--- src/rtl/ebr_port_scheduler.sv ---
// ============================================================================
// Module      : ebr_port_scheduler
// Description : Round-robin time-sharing of EBR page buffer port A between the
//               host and NAND burst engines, with burst address sequencing.
// Revision    : 1.0 - initial release
// ============================================================================
`default_nettype none

module ebr_port_scheduler #(
    parameter int ADDR_W = 11,
    parameter int DATA_W = 8,
    parameter int LEN_W  = 12
) (
    input  logic              clk,
    input  logic              rst,
    // host requester
    input  logic              i_h_req,
    input  logic              i_h_wr,
    input  logic [ADDR_W-1:0] i_h_addr,
    input  logic [LEN_W-1:0]  i_h_len,
    input  logic [DATA_W-1:0] i_h_wdata,
    input  logic              i_h_wvalid,
    output logic              o_h_ack,
    output logic              o_h_wready,
    output logic [DATA_W-1:0] o_h_rdata,
    output logic              o_h_rvalid,
    output logic              o_h_done,
    // NAND requester
    input  logic              i_n_req,
    input  logic              i_n_wr,
    input  logic [ADDR_W-1:0] i_n_addr,
    input  logic [LEN_W-1:0]  i_n_len,
    input  logic [DATA_W-1:0] i_n_wdata,
    input  logic              i_n_wvalid,
    output logic              o_n_ack,
    output logic              o_n_wready,
    output logic [DATA_W-1:0] o_n_rdata,
    output logic              o_n_rvalid,
    output logic              o_n_done,
    // buffer port A
    output logic [ADDR_W-1:0] o_buf_addr,
    output logic [DATA_W-1:0] o_buf_data_in,
    output logic              o_buf_wr,
    output logic              o_buf_clock_en,
    input  logic [DATA_W-1:0] i_buf_q,
    // status
    output logic              o_busy,
    output logic              o_owner
);

    localparam logic [LEN_W-1:0] C_MAX_LEN = LEN_W'(1 << ADDR_W);

    typedef enum logic [1:0] {
        S_IDLE  = 2'd0,
        S_XFER  = 2'd1,
        S_DRAIN = 2'd2
    } state_t;

    state_t              r_state;
    state_t              w_next_state;
    logic                r_owner;
    logic                r_rr_last;     // 1 = NAND was granted last
    logic                r_wr;
    logic [ADDR_W-1:0]   r_addr;
    logic [ADDR_W-1:0]   r_last_addr;
    logic [LEN_W-1:0]    r_remain;
    logic                r_h_rvalid;
    logic                r_n_rvalid;
    logic [DATA_W-1:0]   r_h_rdata;
    logic [DATA_W-1:0]   r_n_rdata;

    logic                w_grant_any;
    logic                w_grant_sel;
    logic [LEN_W-1:0]    w_sel_len;
    logic [LEN_W-1:0]    w_len_clamped;
    logic                w_own_wvalid;
    logic [DATA_W-1:0]   w_own_wdata;
    logic                w_xfer;
    logic                w_beat;
    logic                w_last_beat;

    // Arbitration is only open in IDLE; a grant during reset would be lost.
    always_comb begin
        w_grant_any = 1'b0;
        w_grant_sel = 1'b0;
        if ((r_state == S_IDLE) && !rst) begin
            if (i_h_req && i_n_req) begin
                w_grant_any = 1'b1;
                w_grant_sel = ~r_rr_last;
            end else if (i_h_req) begin
                w_grant_any = 1'b1;
                w_grant_sel = 1'b0;
            end else if (i_n_req) begin
                w_grant_any = 1'b1;
                w_grant_sel = 1'b1;
            end
        end
    end

    assign w_sel_len     = w_grant_sel ? i_n_len : i_h_len;
    assign w_len_clamped = (w_sel_len > C_MAX_LEN) ? C_MAX_LEN : w_sel_len;
    assign w_own_wvalid  = r_owner ? i_n_wvalid : i_h_wvalid;
    assign w_own_wdata   = r_owner ? i_n_wdata  : i_h_wdata;
    assign w_xfer        = (r_state == S_XFER);
    assign w_beat        = w_xfer && (!r_wr || w_own_wvalid);
    assign w_last_beat   = w_beat && (r_remain == LEN_W'(1));

    always_ff @(posedge clk) begin
        if (rst) begin
            r_state <= S_IDLE;
        end else begin
            r_state <= w_next_state;
        end
    end

    always_comb begin
        w_next_state = r_state;
        case (r_state)
            S_IDLE: begin
                if (w_grant_any) begin
                    w_next_state = (w_len_clamped == '0) ? S_DRAIN : S_XFER;
                end
            end
            S_XFER: begin
                if (w_last_beat) begin
                    w_next_state = S_DRAIN;
                end
            end
            S_DRAIN: w_next_state = S_IDLE;
            default: w_next_state = S_IDLE;
        endcase
    end

    always_ff @(posedge clk) begin
        if (rst) begin
            r_owner     <= 1'b0;
            r_rr_last   <= 1'b1;
            r_wr        <= 1'b0;
            r_addr      <= '0;
            r_last_addr <= '0;
            r_remain    <= '0;
            r_h_rvalid  <= 1'b0;
            r_n_rvalid  <= 1'b0;
            r_h_rdata   <= '0;
            r_n_rdata   <= '0;
        end else begin
            // QA is registered inside the EBR, so data returns one cycle after the strobe.
            r_h_rvalid <= w_xfer && !r_wr && !r_owner;
            r_n_rvalid <= w_xfer && !r_wr &&  r_owner;
            if (r_h_rvalid) begin
                r_h_rdata <= i_buf_q;
            end
            if (r_n_rvalid) begin
                r_n_rdata <= i_buf_q;
            end
            if (w_grant_any) begin
                r_owner   <= w_grant_sel;
                r_rr_last <= w_grant_sel;
                r_wr      <= w_grant_sel ? i_n_wr   : i_h_wr;
                r_addr    <= w_grant_sel ? i_n_addr : i_h_addr;
                r_remain  <= w_len_clamped;
            end else if (w_beat) begin
                r_addr      <= r_addr + 1'b1;
                r_remain    <= r_remain - 1'b1;
                r_last_addr <= r_addr;
            end
        end
    end

    always_comb begin
        o_buf_clock_en = w_xfer && (r_wr ? w_own_wvalid : 1'b1);
        o_buf_wr       = w_xfer && r_wr;
        o_buf_addr     = w_xfer ? r_addr : r_last_addr;
        o_buf_data_in  = (w_xfer && r_wr) ? w_own_wdata : '0;

        o_h_ack    = w_grant_any && !w_grant_sel;
        o_n_ack    = w_grant_any &&  w_grant_sel;
        o_h_wready = w_xfer && r_wr && !r_owner && i_h_wvalid;
        o_n_wready = w_xfer && r_wr &&  r_owner && i_n_wvalid;
        o_h_done   = (r_state == S_DRAIN) && !r_owner;
        o_n_done   = (r_state == S_DRAIN) &&  r_owner;
        o_h_rvalid = r_h_rvalid;
        o_n_rvalid = r_n_rvalid;
        o_h_rdata  = r_h_rvalid ? i_buf_q : r_h_rdata;
        o_n_rdata  = r_n_rvalid ? i_buf_q : r_n_rdata;

        o_busy  = (r_state != S_IDLE);
        o_owner = r_owner;
    end

endmodule

`default_nettype wire

--- config.mk ---
export PLATFORM = sky130hd
export DESIGN_NAME = ebr_port_scheduler
export DESIGN_NICKNAME = d
export VERILOG_FILES = /design/src/rtl/ebr_port_scheduler.sv
export SDC_FILE = /design/constraint.sdc
export NUM_CORES = 1
export LEC_CHECK = 0
export ABC_AREA = 1
export CORE_AREA = 2 2 94 96
export CTS_CLUSTER_DIAMETER = 150
export CTS_CLUSTER_SIZE = 40
export DETAILED_ROUTE_END_ITERATION = 8
export DIE_AREA = 0 0 96 98
export PLACE_DENSITY = 0.84
export SLEW_MARGIN = 5
export SYNTH_ARGS = -nofsm -noshare
export SYNTH_HDL_FRONTEND = slang
export SYNTH_SLANG_ARGS = --single-unit
--- constraint.sdc ---
create_clock -name clk -period 1.74 [get_ports clk]
set_input_delay 0.261 -clock clk [delete_from_list [all_inputs] [get_ports clk]]
set_output_delay 0.261 -clock clk [all_outputs]
set_load 0.02 [all_outputs]
==> summary.log, run 1 <==
INFO  run_status     run_status=finished, violations left
INFO  run_status     failed_checks=negative setup slack
INFO  power          power.combinational.fraction=0.389
INFO  timing         post-route-worst-setup-slack=-163ps
INFO  floorplan      floorplan.initialDensity=0.397
INFO  timing         fmaxAchievable=525MHz
INFO  detailed_routing drt_iter0_drc=321
INFO  timing         worstMarginPinSlew=367ps
INFO  worst_setup_path cpPeakStageDelay=360ps
INFO  power          vdd_drop_max=0.548mV
INFO  timing         timing.final.max_slew_violations=0
INFO  worst_setup_path timing.critical_path.cells=nor2_4, nand2_2, nor2_4, buf_12, nand2_2, nand2_1, nand2_2, nor2_2, nand3_2, nand2_4, nand2_2, o21ai_2, o211ai_1, inv_2
INFO  clock_network  h-tree-depth=3
INFO  power          share_of_total_power_in_the_clock_network=0.301
INFO  clock_network  clock_tree.root_cell=clkbuf_8
INFO  timing         hold-worst-slack=457ps
INFO  yosys          number_of_enable_type_register_cells_in_the_synthesized_netlist=0
INFO  yosys          mappedNetlistArea=3360µm²
INFO  yosys          synthDistinctLibCells=42
INFO  worst_setup_path critical_path_sink_type=flop
INFO  yosys          synth_adder_area_share=0.0112
INFO  clock_network  cts-buffers-inserted=9
INFO  yosys          post-synth-top-count-cell=nand2_1
INFO  global_routing grt_most_used_layer=met2
INFO  timing         slew_headroom=0.754
INFO  floorplan      core-area=8470µm²
INFO  yosys          synth-simple-area-share=0.317
INFO  power          p_sw_frac=0.341
INFO  detailed_routing dr.pass1.iters=6
INFO  worst_setup_path cp_data_arrival_time=2200ps
INFO  global_routing grt_pass1_wl=19,300µm
INFO  power          internal_power=3.31mW
INFO  clock_network  ctsLongestPathBuffers=2
INFO  clock_network  tritoncts=yes
INFO  worst_setup_path critical_path.startpoint=r_state[0]
INFO  final_layout   post-route-util=0.726
INFO  detailed_routing remaining_drc_errors=0
INFO  yosys          syn_area_per_cell=6.58µm²
INFO  run            max_cap_viol_count=0
INFO  global_routing number_of_antenna_violations_at_the_first_check_in_global_routing=0
INFO  worst_setup_path critPathLaunchType=flop
INFO  place          finalWeightedCongestion=0.919
INFO  worst_hold_path min_from=r_last_addr[0]
INFO  global_routing grt_use_met2=0.445
INFO  global_routing met1_usage=0.303
INFO  yosys          synth_compound_gate_area_share=0.218
INFO  global_routing vias_in_the_first_global_route=4,217
INFO  final_layout   layout-drive-gt1-share=0.353
INFO  yosys          synth_area_leader_cell=dfxtp_1
INFO  final_layout   fill_cells=583
INFO  clock_network  number_of_buffers_added_to_fix_hold_violations_after_cts=0
INFO  yosys          synth_cells=511
INFO  clock_network  number_of_sinks_handled_by_clock_tree_synthesis=57
INFO  worst_setup_path critical_path.most_common_cell=nand2_2
INFO  detailed_routing wire_per_inst=15.7µm
INFO  timing         report.final.hold_viol_count=0
INFO  power          cellLeakagePower=2.77nW
INFO  global_routing grt_remaining_overflow=0
INFO  global_routing global_route_usage_over_all_layers=0.256
INFO  final_layout   areaGrowthSynthToFinish=82.7%
INFO  yosys          netlist_top_cells_count=133 x nand2_1, 57 x dfxtp_1, 47 x inv_1, 44 x o21ai_0, 37 x a21oi_1
INFO  clock_network  worst_setup_hold_path_clk_slew=60ps
INFO  final_layout   design.final.nets=807
INFO  power          switchingPower=1.71mW
INFO  yosys          synth_top_family_by_area=simple AND/OR/NAND/NOR gates
INFO  worst_setup_path critical_path.max_fanout=12
INFO  floorplan      die_w=96µm
INFO  timing         rsz0062_at_grt=yes
INFO  yosys          yosys_warnings=0
INFO  floorplan      placement_rows=34
INFO  power          power.density_cell_area=818nW/µm²
INFO  worst_hold_path hold_path.class=reg -> reg
INFO  detailed_routing wirelength=13,200µm
INFO  power          power.total=5.02mW
INFO  worst_setup_path setup.worst_path.class=reg -> reg
INFO  yosys          synthXorXnorAreaFrac=0.0130
INFO  yosys          post-synth-top-area-fraction=0.339
INFO  clock_network  clk-insertion-delay-late=350ps
INFO  global_routing met3_global_route_usage=0.0610
INFO  timing         final_setup_violations=31
INFO  timing         post_route_fraction_of_the_period_consumed_by_the_critical_path=1.09
INFO  timing         finClkSkew=5.21ps
INFO  yosys          synthArstFlopShare=0
INFO  place          io_buffers=124
INFO  global_routing grt_start_max_net_pins=31
INFO  worst_setup_path required=2040ps
INFO  floorplan      design.portCount=125
INFO  timing         clock_period_minus_worst_slack=1900ps
INFO  floorplan      floorplan.die.height=98µm
INFO  floorplan      fp.dieArea=9410µm²
INFO  worst_setup_path crit_path_top_delay_cell=dfxtp_4
INFO  worst_setup_path rr_startpoint=r_state[0]
INFO  detailed_routing drt.antenna.violating_nets=0
INFO  place          place.detailed.hpwl=8600µm
INFO  yosys          synthMuxAreaShare=0
INFO  detailed_routing average_via_count_per_standard_cell=5.33
INFO  yosys          ys_ff_latch=57
INFO  yosys          synth_top_cells_by_area=dfxtp_1 34%, nand2_1 15%, o21ai_0 6.6%
INFO  final_layout   antenna-diode-count=0
INFO  yosys          synthesis.nets=592
INFO  yosys          ys_seq_area_frac=0.339
INFO  detailed_routing vias=4,473
INFO  worst_setup_path ff2ff_setup_slack=-160ps
INFO  power          seqPwrFrac=0.310
INFO  yosys          synth_ff_type=dfxtp_1
stage by stage:
| stage | instance area (µm²) | setup slack, ps | std cells | setup TNS [ps] |
|---|---|---|---|---|
| floorplan | 3370 | 23.9 | 511 | 0 |
| global placement | 5240 | -336 | 798 | -10180 |
| detailed placement | 5240 | -436 | 798 | -12270 |
| CTS | 5670 | -120 | 827 | -1360 |
| global route | 6140 | -275 | 839 | -5710 |
| finish | 6140 | -163 | 839 | -2390 |
path summary, 6_finish.rpt:
path	endpoint	cells after the start
setup / recovery	r_remain[10]	14
hold / removal	r_last_addr[0]	2
setup reg to reg	r_remain[10]	14
hold reg to reg	r_last_addr[0]	2
state kept, by name, indices dropped and copies added, names as in the netlist, 2 cells and up:
signal       count
r_state          2
r_h_rdata        8
r_n_rdata        8
r_addr          11
r_last_addr     11
r_remain        12
metal layers:
| layer | up-vias | wire (µm) |
|---|---|---|
| met5 | - | 0 |
| met4 | 0 | 384 |
| met3 | 37 | 1000 |
| met2 | 228 | 6790 |
| met1 | 2065 | 4980 |
| li1 | 2143 | - |
kinds of logic (layout without fill, tap and decap cells):
group                    after synthesis  after routing
AND/OR/NAND/NOR                      240            241
adder cells (fa/ha/maj)                3              3
XOR/XNOR                               5              5
buffers and inverters                 82            301
flip-flops                            57             57
AO/OA/AOI/OAI                        124            124
timing repair:
item | 4_1_cts | 5_1_grt
buffers inserted | 10 | 11
gates cloned | 3 | 2
pin swaps | 13 | 26
endpoints found under the setup margin | 70 | 52
gates resized for setup | 215 | 119
cells in the final DEF (no fill, tap or decap), types with 6 or more instances in the layout:
cell type,count
dfxtp_1,53
nand3_1,17
clkbuf_8,9
a21oi_1,34
a31oi_1,8
nand2_4,6
nor2_1,24
nor2_2,7
buf_4,89
nand2_1,112
clkdlybuf4s50_1,77
dlygate4sd2_1,19
nand2_2,24
inv_1,45
nand4_1,6
buf_6,33
nand3_2,18
nor2_4,10
o21ai_0,30
o21ai_2,11
nor3_1,7
power by group through the flow:
stage                     combinational [mW]  sequential, mW  clock (mW)
final                                   1.96            1.56        1.51
after global routing                    2.11            1.57        1.58
after CTS                               1.68            1.54        1.51
after detailed placement                1.61            1.56           0
after global placement                  1.57            1.56           0
after floorplan                        0.840            1.55           0
worst max-delay path, delay by kind of cell (launching register included):
| kind | cells | cell delay [ps] |
|---|---|---|
| buf+inv | 2 | 210 |
| compound gates | 2 | 230 |
| flops | 1 | 360 |
| simple gates | 10 | 1040 |
layout make-up:
| class | count | area [µm²] | area share |
|---|---|---|---|
| flip-flops and latches | 57 | 1150 | 0.187 |
| clock buffers | 11 | 131 | 0.0214 |
| repair buffers | 228 | 2110 | 0.343 |
| well taps | 108 | 135 | 0.0220 |
| inverters | 57 | 235 | 0.0383 |
| multi-input cells | 373 | 2280 | 0.371 |
| clock inverters | 5 | 104 | 0.0169 |
(Power assumes the default switching activity.)
==> inputs of run 2 (changes only) <==
--- a/config.mk
+++ b/config.mk
@@ -6,6 +6,7 @@
 export NUM_CORES = 1
 export LEC_CHECK = 0
 export ABC_AREA = 1
+export CAP_MARGIN = 20
 export CORE_AREA = 2 2 94 96
 export CTS_CLUSTER_DIAMETER = 150
 export CTS_CLUSTER_SIZE = 40
==> results of run 2 <==
Final layout, timing and power as in run 1 (identical DEF).
